## src/rtl/imem_loader_pkg.sv

```systemverilog
// imem_loader_pkg: types, widths and helpers shared by the instruction
// memory loader and its word assembler.
//   loader_state_t : loader FSM state encoding
//   LEN_W          : width of the header word count
//   HDR_BYTES      : number of header bytes preceding the payload
//   csum_update    : running XOR checksum step
//   word_addr      : byte address of a given word index
package imem_loader_pkg;

    typedef enum logic [2:0] {
        IDLE = 3'd0,
        LEN0 = 3'd1,
        LEN1 = 3'd2,
        DATA = 3'd3,
        CSUM = 3'd4,
        DONE = 3'd5,
        ERR  = 3'd6
    } loader_state_t;

    localparam int LEN_W     = 16;
    localparam int HDR_BYTES = 2;

    // XOR checksum accumulate step
    function automatic logic [7:0] csum_update(input logic [7:0] acc,
                                               input logic [7:0] b);
        return acc ^ b;
    endfunction

    // Word-aligned byte address of word idx; wraps modulo 2^32
    function automatic logic [31:0] word_addr(input logic [31:0]      base,
                                              input logic [LEN_W-1:0] idx);
        return base + {14'd0, idx, 2'b00};
    endfunction

endpackage

```

## src/rtl/imem_loader_word_assembler.sv

```systemverilog
// word_assembler: packs little-endian bytes into a 32-bit word.
//   clk, rst     : clock, async active-high reset
//   clr_i        : discard any partial word
//   load_i       : a payload byte is accepted this cycle
//   lane_i       : byte lane (0 = least significant) of byte_i
//   byte_i       : payload byte
//   word_o       : packed word including the byte currently offered
//   word_done_o  : pulse when the byte in lane 3 is accepted
module word_assembler
    import imem_loader_pkg::*;
(
    input  logic        clk,
    input  logic        rst,
    input  logic        clr_i,
    input  logic        load_i,
    input  logic [1:0]  lane_i,
    input  logic [7:0]  byte_i,
    output logic [31:0] word_o,
    output logic        word_done_o
);

    logic [31:0] word_q;
    logic [31:0] word_d;
    logic [31:0] merged_s;

    // Insert the offered byte into its lane of the partial word
    always_comb begin
        merged_s = word_q;
        case (lane_i)
            2'd0:    merged_s[7:0]   = byte_i;
            2'd1:    merged_s[15:8]  = byte_i;
            2'd2:    merged_s[23:16] = byte_i;
            2'd3:    merged_s[31:24] = byte_i;
            default: merged_s        = word_q;
        endcase
    end

    // Next partial-word value: clear wins over load
    always_comb begin
        word_d = word_q;
        if (clr_i) begin
            word_d = 32'd0;
        end else if (load_i) begin
            word_d = merged_s;
        end else begin
            word_d = word_q;
        end
    end

    // Partial word register
    always_ff @(posedge clk or posedge rst) begin
        if (rst) begin
            word_q <= 32'd0;
        end else begin
            word_q <= word_d;
        end
    end

    // The full word is available combinationally with the 4th byte so the
    // top can register it in the same edge that accepts that byte.
    assign word_o      = merged_s;
    assign word_done_o = load_i && !clr_i && (lane_i == 2'd3);

endmodule

```

## src/rtl/imem_loader.sv

```systemverilog
// imem_loader: byte-stream program loader for the instruction memory.
// Parses a 16-bit little-endian word count, assembles little-endian words,
// writes them to consecutive addresses and verifies a trailing XOR checksum.
// The CPU is held until a complete image with a good checksum is loaded.
//   clk, rst          : clock, async active-high reset
//   start             : pulse, begins (or restarts) a load
//   in_data/in_valid  : stream byte and its valid
//   in_ready          : loader accepts a byte this cycle
//   wr_en/wr_addr/wr_data : registered instruction memory write port
//   busy, done, err   : load in progress / image good / sticky error
//   cpu_hold          : low only when a good image is loaded
module imem_loader
    import imem_loader_pkg::*;
#(
    parameter logic [31:0] BASE_ADDR = 32'h0000_0000,
    parameter int          MAX_WORDS = 1024
) (
    input  logic        clk,
    input  logic        rst,
    input  logic        start,
    input  logic [7:0]  in_data,
    input  logic        in_valid,
    output logic        in_ready,
    output logic        wr_en,
    output logic [31:0] wr_addr,
    output logic [31:0] wr_data,
    output logic        busy,
    output logic        done,
    output logic        err,
    output logic        cpu_hold
);

    loader_state_t    state_q, state_d;
    logic [LEN_W-1:0] len_q, len_d;
    logic [LEN_W-1:0] word_cnt_q, word_cnt_d;
    logic [1:0]       byte_idx_q, byte_idx_d;
    logic [7:0]       csum_q, csum_d;
    logic             wr_en_q, wr_en_d;
    logic [31:0]      wr_addr_q, wr_addr_d;
    logic [31:0]      wr_data_q, wr_data_d;

    logic             in_ready_s;
    logic             hs_s;
    logic             asm_load_s;
    logic [31:0]      asm_word_s;
    logic             asm_done_s;
    logic [LEN_W-1:0] len_hdr_s;
    logic             len_bad_s;

    assign in_ready_s = (state_q == LEN0) || (state_q == LEN1) ||
                        (state_q == DATA) || (state_q == CSUM);
    assign hs_s       = in_valid && in_ready_s;

    // Full length as it becomes known while the high header byte is accepted
    assign len_hdr_s  = {in_data, len_q[7:0]};
    assign len_bad_s  = (len_hdr_s == {LEN_W{1'b0}}) ||
                        (int'(len_hdr_s) > MAX_WORDS);

    // A byte that coincides with start is dropped, so it never reaches lanes
    assign asm_load_s = hs_s && !start && (state_q == DATA);

    word_assembler u_asm (
        .clk         (clk),
        .rst         (rst),
        .clr_i       (start),
        .load_i      (asm_load_s),
        .lane_i      (byte_idx_q),
        .byte_i      (in_data),
        .word_o      (asm_word_s),
        .word_done_o (asm_done_s)
    );

    // Next-state, counter, checksum and write-port logic
    always_comb begin
        state_d    = state_q;
        len_d      = len_q;
        word_cnt_d = word_cnt_q;
        byte_idx_d = byte_idx_q;
        csum_d     = csum_q;
        wr_en_d    = 1'b0;
        wr_addr_d  = wr_addr_q;
        wr_data_d  = wr_data_q;

        if (start) begin
            state_d    = LEN0;
            word_cnt_d = {LEN_W{1'b0}};
            byte_idx_d = 2'd0;
            csum_d     = 8'd0;
        end else if (hs_s) begin
            case (state_q)
                LEN0: begin
                    len_d[7:0] = in_data;
                    state_d    = LEN1;
                end
                LEN1: begin
                    len_d      = len_hdr_s;
                    word_cnt_d = {LEN_W{1'b0}};
                    byte_idx_d = 2'd0;
                    csum_d     = 8'd0;
                    if (len_bad_s) begin
                        state_d = ERR;
                    end else begin
                        state_d = DATA;
                    end
                end
                DATA: begin
                    csum_d     = csum_update(csum_q, in_data);
                    byte_idx_d = byte_idx_q + 2'd1;
                    if (asm_done_s) begin
                        wr_en_d    = 1'b1;
                        wr_addr_d  = word_addr(BASE_ADDR, word_cnt_q);
                        wr_data_d  = asm_word_s;
                        word_cnt_d = word_cnt_q + LEN_W'(1);
                        if (word_cnt_q == (len_q - LEN_W'(1))) begin
                            state_d = CSUM;
                        end else begin
                            state_d = DATA;
                        end
                    end else begin
                        state_d = DATA;
                    end
                end
                CSUM: begin
                    if (in_data == csum_q) begin
                        state_d = DONE;
                    end else begin
                        state_d = ERR;
                    end
                end
                default: begin
                    state_d = state_q;
                end
            endcase
        end else begin
            state_d = state_q;
        end
    end

    // State and datapath registers
    always_ff @(posedge clk or posedge rst) begin
        if (rst) begin
            state_q    <= IDLE;
            len_q      <= {LEN_W{1'b0}};
            word_cnt_q <= {LEN_W{1'b0}};
            byte_idx_q <= 2'd0;
            csum_q     <= 8'd0;
            wr_en_q    <= 1'b0;
            wr_addr_q  <= BASE_ADDR;
            wr_data_q  <= 32'd0;
        end else begin
            state_q    <= state_d;
            len_q      <= len_d;
            word_cnt_q <= word_cnt_d;
            byte_idx_q <= byte_idx_d;
            csum_q     <= csum_d;
            wr_en_q    <= wr_en_d;
            wr_addr_q  <= wr_addr_d;
            wr_data_q  <= wr_data_d;
        end
    end

    // Status outputs are pure decodes of the registered state
    assign in_ready = in_ready_s;
    assign busy     = in_ready_s;
    assign done     = (state_q == DONE);
    assign err      = (state_q == ERR);
    assign cpu_hold = (state_q != DONE);
    assign wr_en    = wr_en_q;
    assign wr_addr  = wr_addr_q;
    assign wr_data  = wr_data_q;

endmodule

```

## config.mk

```make
export PLATFORM = sky130hd
export DESIGN_NAME = imem_loader
export DESIGN_NICKNAME = d
export VERILOG_FILES = /design/src/rtl/imem_loader_pkg.sv /design/src/rtl/imem_loader_word_assembler.sv /design/src/rtl/imem_loader.sv
export SDC_FILE = /design/constraint.sdc
export NUM_CORES = 1
export LEC_CHECK = 0
export ABC_AREA = 1
export CAP_MARGIN = 10
export CORE_ASPECT_RATIO = 0.7
export CORE_UTILIZATION = 45
export CTS_BUF_LIST = sky130_fd_sc_hd__clkbuf_16
export DETAILED_ROUTE_END_ITERATION = 16
export GPL_ROUTABILITY_DRIVEN = 0
export PLACE_DENSITY = 0.67
export SLEW_MARGIN = 15
export SYNTH_ARGS = -nofsm -noshare
export SYNTH_HDL_FRONTEND = slang
export SYNTH_HIERARCHICAL = 1
export SYNTH_SLANG_ARGS = --single-unit
```

## constraint.sdc

```tcl
create_clock -name clk -period 6.2 [get_ports clk]
set_input_delay 1.24 -clock clk [delete_from_list [all_inputs] [get_ports clk]]
set_output_delay 1.24 -clock clk [all_outputs]
set_load 0.05 [all_outputs]
```

==> results.toml, run 1 <==
[yosys]
synth_cells = 893
synthesis.area_um2 = 6890
async_flop_share_pct = 100
avgSynthCellArea_um2 = 7.71
synth-main-ff-cell = "dfrtp_1"
synth_edf_count = 0
synthTopCellsByArea = "dfrtp_1 (46%), nand2_1 (18%), inv_1 (5.4%)"
yosys.area.top_type = "dfrtp_1"
yosysTopAreaCellShare_pct = 45.8
yosysUniqueCellTypes = 38
ys_warn_count = 6
yosysSeqAreaShare_pct = 45.8
synth-seq-cells = 126

[cells_and_area]
final_area_um2 = 8140
area_growth_pct = 18.1
antenna_cells = 0
drive_gt1_share_pct = 9.38
final_common_cell = "nand2_1"
mostFrequentLayoutCells = "nand2_1 (335), dfrtp_1 (126), inv_1 (98)"
nNetsFinal = 971

[drt]
drtAntennaViolNets = 0
dr.first_iter.drc_count = 478
wl_per_cell_um = 14.1
drc = 0
drt_wl_total_um = 16500
drt_first_pass_iters = 5
vias = 5771
vias_per_cell = 4.95

[power]
powerDensity_nw_per_um2 = 311
peakVddDrop_uv = 160
p_leak_nw = 4.08
total_power_mw = 2.53

[cts]
insertion_delay_ns = 0.42
cts_root_buffer = "clkbuf_16"
clkTransAtPathRegs_ns = 0.06
clockBufferDepth = 2
cts_setup_buffers = 0
numCtsBuffers = 17
cts_resized = 0
htree_num_levels = 4
cts_tree = "built"
hold_buffers = 0
clock-sinks = 126

[place]
dpl.hpwl_um = 11300
dpl_cell_area_um2 = 7560
portBuffers = 65

[outcome]
outcome = "finished clean"

[floorplan]
die_w_um = 150
start_util_pct = 46.5
ioPinCount = 82
rows = 37
die_h_um = 106
core_um2 = 14800
die_area_um2 = 15800

[global_routing]
antenna_found_initial = 0
track_usage_pct = 22.2
grt_max_degree = 65
grt_pass1_wl_um = 26900
overflow = 0
first_global_vias = 5146

[worst_hold_path]
hold_class = "reg -> reg"
min-delay-start = "wr_addr[7]"

[sta]
finalCritPeriodShare_pct = 66.5
finalClockSkew_ns = 0.00775
maxSlewViolCount = 0
finalSetupViolCount = 0
slew_headroom_pct = 47.1
grt_setup_unrepaired = "false"
fmax_mhz = 243
tns_ns = 0
tightest_slew_ns = 0.791
finalHoldViolCount = 0
min_period_ns = 4.12

[run]
cap_violations = 0

[setup_path]
worstSetupStartpoint = "start"
worstPathArrival_ns = 4.40
rr_startpoint = "byte_idx_q[0]"
path_class = "in -> reg"
endpoint_kind = "flip-flop"
critPathLaunchType = "input port"
critPathRequiredTime_ns = 6.48
crit_fanout = 64
[path summary, 6_finish.rpt]
path	cells after the start	to	slack, ns
min	2	wr_addr[7]	0.47
max in group asynchronous	3	len_q[9]	3.87
max	12	wr_addr[8]	2.08
max reg2reg	7	wr_addr[8]	3.02
min reg2reg	2	wr_addr[7]	0.47
min in group asynchronous	2	wr_data[9]	1.24
[cells in the mapped netlist, types with 2 or more instances]
master,count
o21ai_0,35
nand4_1,4
buf_4,26
inv_2,8
buf_2,4
nor2_8,3
ha_1,2
a21oi_1,12
nand2_2,3
xnor2_1,16
o21ai_2,17
inv_1,99
o21a_1,10
nand2_4,3
inv_4,2
nor3_1,6
nand3b_1,2
and2_1,25
mux2_2,6
xor2_1,2
buf_6,7
dfrtp_1,126
nor3_2,2
nor2_1,47
nand3_1,70
nor2_4,7
nor2_2,4
nand2_1,335
[worst max-delay path, stage by stage]
cell and delay (ns):
clkdlybuf4s50_1 0.71, inv_1 0.13, nand2_1 0.11, inv_2 0.14, nor2_4 0.20, inv_2 0.07
nor3_1 0.36, inv_1 0.26, nor2_8 0.48, inv_4 0.38, nand2_1 0.18, o21ai_2 0.07
[metrics by stage]
step                      hold WS (ns)  setup WS [ns]  instances  util (%)
after floorplan                  0.446           2.51        908         -
after detailed placement         0.458           1.65       1133      51.1
after global placement           0.456           1.80       1133      51.1
after global routing             0.487           1.75       1165      54.9
final                            0.468           2.08       1165      54.9
after CTS                        0.473           2.07       1165      54.9
[area by class of cell]
cell class | instances | area [µm²]
timing repair buffer | 68 | 673
sequential | 126 | 3150
fill | 1403 | 6680
tap | 195 | 244
multi-input combinational | 635 | 3080
clock inverter | 15 | 146
clock buffer | 17 | 425
inverter | 109 | 417
[where the power goes]
part,switching [mW],total [mW],leakage (nW),internal [mW]
logic,0.395,0.600,2.09,0.205
clock network,0.382,0.970,0.267,0.588
registers,0.0783,0.958,1.72,0.880
total,0.855,2.53,4.08,1.67
[state kept, by name, indices dropped and copies added (netlist names)]
signal        cells
u_asm/word_q     32
wr_data          32
len_q            16
word_cnt_q       16
wr_addr          16
csum_q            8
state_q           3
byte_idx_q        2
wr_en             1
[routing by layer]
layer  GRT usage (%)  share of wire, %  vias to the layer above
met5               0                 0                        -
met4            6.42              0.78                        0
met3            4.50               7.6                       11
met2            28.4                40                      204
met1            36.3                52                     2677
li1                -                 -                     2879
[logic make-up after synthesis]
kind of cell	Yosys count	synth area share, %
AO/OA/AOI/OAI	80	7.30
XOR/XNOR	18	2.29
adder cells (fa/ha/maj)	2	0.363
buffers and inverters	147	10.4
flip-flops	126	45.8
multiplexers	6	0.981
other	1	0.0544
AND/OR/NAND/NOR	513	32.9
Power figures use the tool's default switching activity.
==> inputs of run 2 (changes only) <==
--- a/config.mk
+++ b/config.mk
@@ -12,7 +12,7 @@
 export CTS_BUF_LIST = sky130_fd_sc_hd__clkbuf_16
 export DETAILED_ROUTE_END_ITERATION = 16
 export GPL_ROUTABILITY_DRIVEN = 0
-export PLACE_DENSITY = 0.67
+export PLACE_DENSITY = 0.69
 export SLEW_MARGIN = 15
 export SYNTH_ARGS = -nofsm -noshare
 export SYNTH_HDL_FRONTEND = slang
==> constraint.sdc (replaced) <==
create_clock -name clk -period 3.5 [get_ports clk]
set_input_delay 0.7 -clock clk [delete_from_list [all_inputs] [get_ports clk]]
set_output_delay 0.7 -clock clk [all_outputs]
set_load 0.05 [all_outputs]
==> run 2 against run 1 <==
Sequential share of layout area is 0.49 points lower. Highest routed layer unchanged. Clock power is 93% higher. Final cell count is 0.43% higher. Largest power group unchanged. Wire length is 0.67% higher. Via count is 0.97% higher. First-iteration DRC count is 0.21% higher. Flip-flop and latch count stayed put. Combinational power is 82% higher. Sequential power is 75% higher.
==> results.toml, run 2 (synthesis gave the netlist of run 1 again) <==
[outcome]
outcome = "finished clean"

[floorplan]
die_area_um2 = 15800
die_h_um = 106
rows = 37
start_util_pct = 46.5
core_um2 = 14800
ioPinCount = 82
die_w_um = 150

[cells_and_area]
antenna_cells = 0
final_common_cell = "nand2_1"
mostFrequentLayoutCells = "nand2_1 (335), dfrtp_1 (126), inv_1 (98)"
drive_gt1_share_pct = 10.1
multi_input_area_um2 = 3080
area_growth_pct = 19.6
layoutNonFillerInstCount = 1170
nNetsFinal = 976
fill_cells = 1342
utilization_pct = 55.6
register_area_um2 = 3150

[run]
cap_violations = 0

[worst_hold_path]
worstHoldEndpoint = "wr_data[15]"
min-delay-start = "wr_data[15]"
worstHoldPathCells = 2
hold_class = "reg -> reg"

[cts]
hold_buffers = 0
clockBufferDepth = 2
cts_tree = "built"
clkTransAtPathRegs_ns = 0.06
cts_resized = 0
clock-sinks = 126
cts_setup_buffers = 0
htree_num_levels = 4
cts_root_buffer = "clkbuf_16"
insertion_delay_ns = 0.43
numCtsBuffers = 17

[setup_path]
rr_startpoint = "byte_idx_q[0]"
crit_fanout = 4
endpoint_kind = "flip-flop"
critPathLaunchType = "input port"
worstPathArrival_ns = 3.26
r2r_cells = 13
rr_endpoint = "state_q[1]"
path_class = "in -> reg"
critPathRequiredTime_ns = 3.80
rrSetupSlack_ns = 0.72

[drt]
drc = 0
wl_per_cell_um = 14.2
vias = 5827
dr.first_iter.drc_count = 479
drtAntennaViolNets = 0
drt_wl_total_um = 16600
drt_first_pass_iters = 5
vias_per_cell = 4.98

[sta]
finalClockSkew_ns = 0.0104
slew_headroom_pct = 52.7
finalCritPeriodShare_pct = 84.7
maxSlewViolCount = 0
whs_ns = 0.469
fmax_mhz = 337
grt_setup_unrepaired = "false"
finalHoldViolCount = 0
fin_ws_ns = 0.535
tightest_slew_ns = 0.709
finalSetupViolCount = 0
tns_ns = 0
min_period_ns = 2.97

[place]
portBuffers = 65
dpl.hpwl_um = 11600
dp_worst_setup_slack_ns = 0.167
post-place-cells = 1138

[power]
sequentialPowerShare_pct = 36.2
p_leak_nw = 4.14
peakVddDrop_uv = 285
power_frac_comb_pct = 23.5
switchingPower_mw = 1.57
powerDensity_nw_per_um2 = 564
netSwitchingFraction_pct = 33.8
p_int_mw = 3.08
clkPwrFrac_pct = 40.3

[global_routing]
antenna_found_initial = 0
track_usage_pct = 22.4
grt_pass1_wl_um = 27100
overflow = 0
first_global_vias = 5333
grt_max_degree = 65
[run 2: cell count changes in the layout (fill, tap and decap cells not counted), sizes merged]
cell      previous run  this run
clkinvlp             5         2
buf                  3         8
clkinv               6         2
bufinv               2         3
inv                111       117
[run 2: metal layers]
layer | share of wire [%] | global-route usage [%]
met1 | 52 | 35.1
met2 | 41 | 29.8
met3 | 6.8 | 4.89
met4 | 1.1 | 7.36
met5 | 0 | 0
[run 2: metrics by stage]
step / total power, mW / cell area, µm²
2_1_floorplan: 2.54 / 6950
4_1_cts: 4.66 / 8240
3_5_place_dp: 2.77 / 7610
3_3_place_gp: 2.76 / 7610
6_report: 4.65 / 8240
5_1_grt: 4.90 / 8240
[run 2: worst max-delay path by stage]
stage           from  slack (ns)  depth (start not counted)            end
6_report       start        0.53                         18     state_q[1]
5_1_grt        start        0.25                         19     state_q[2]
4_1_cts        start        0.56                         18     state_q[1]
3_5_place_dp   start        0.17                         12    wr_addr[14]
3_3_place_gp   start        0.22                         18     state_q[1]
2_1_floorplan    rst        0.35                          1  byte_idx_q[0]
[run 2: area by class of cell]
class                   instances  share of cell area [%]
flip-flops and latches        126                    38.3
multi-input cells             635                    37.3
repair buffers                 73                    8.78
clock buffers                  17                    5.16
inverters                     109                    5.06
well taps                     195                    2.96
clock inverters                15                    2.43
[run 2: power groups by stage]
stage / combinational [mW] / clock [mW] / sequential, mW
2_1_floorplan: 0.872 / 0 / 1.67
3_3_place_gp: 1.05 / 0 / 1.71
3_5_place_dp: 1.07 / 0 / 1.70
4_1_cts: 1.09 / 1.90 / 1.68
5_1_grt: 1.23 / 1.98 / 1.70
6_report: 1.09 / 1.87 / 1.68
[run 2: critical path: stages]
cell and delay (ns):
clkdlybuf4s50_1 0.58, inv_1 0.11, nand2_1 0.09, inv_2 0.06, nor2_4 0.17, inv_2 0.07, nor3_1 0.31, nand3_1 0.12
nor2_1 0.12, nand2_1 0.06, nor2_1 0.20, nand2_1 0.08, nor2_1 0.09, nand2_1 0.06, nor2_1 0.15, nand3_1 0.12
nand3_1 0.09, o21ai_0 0.08
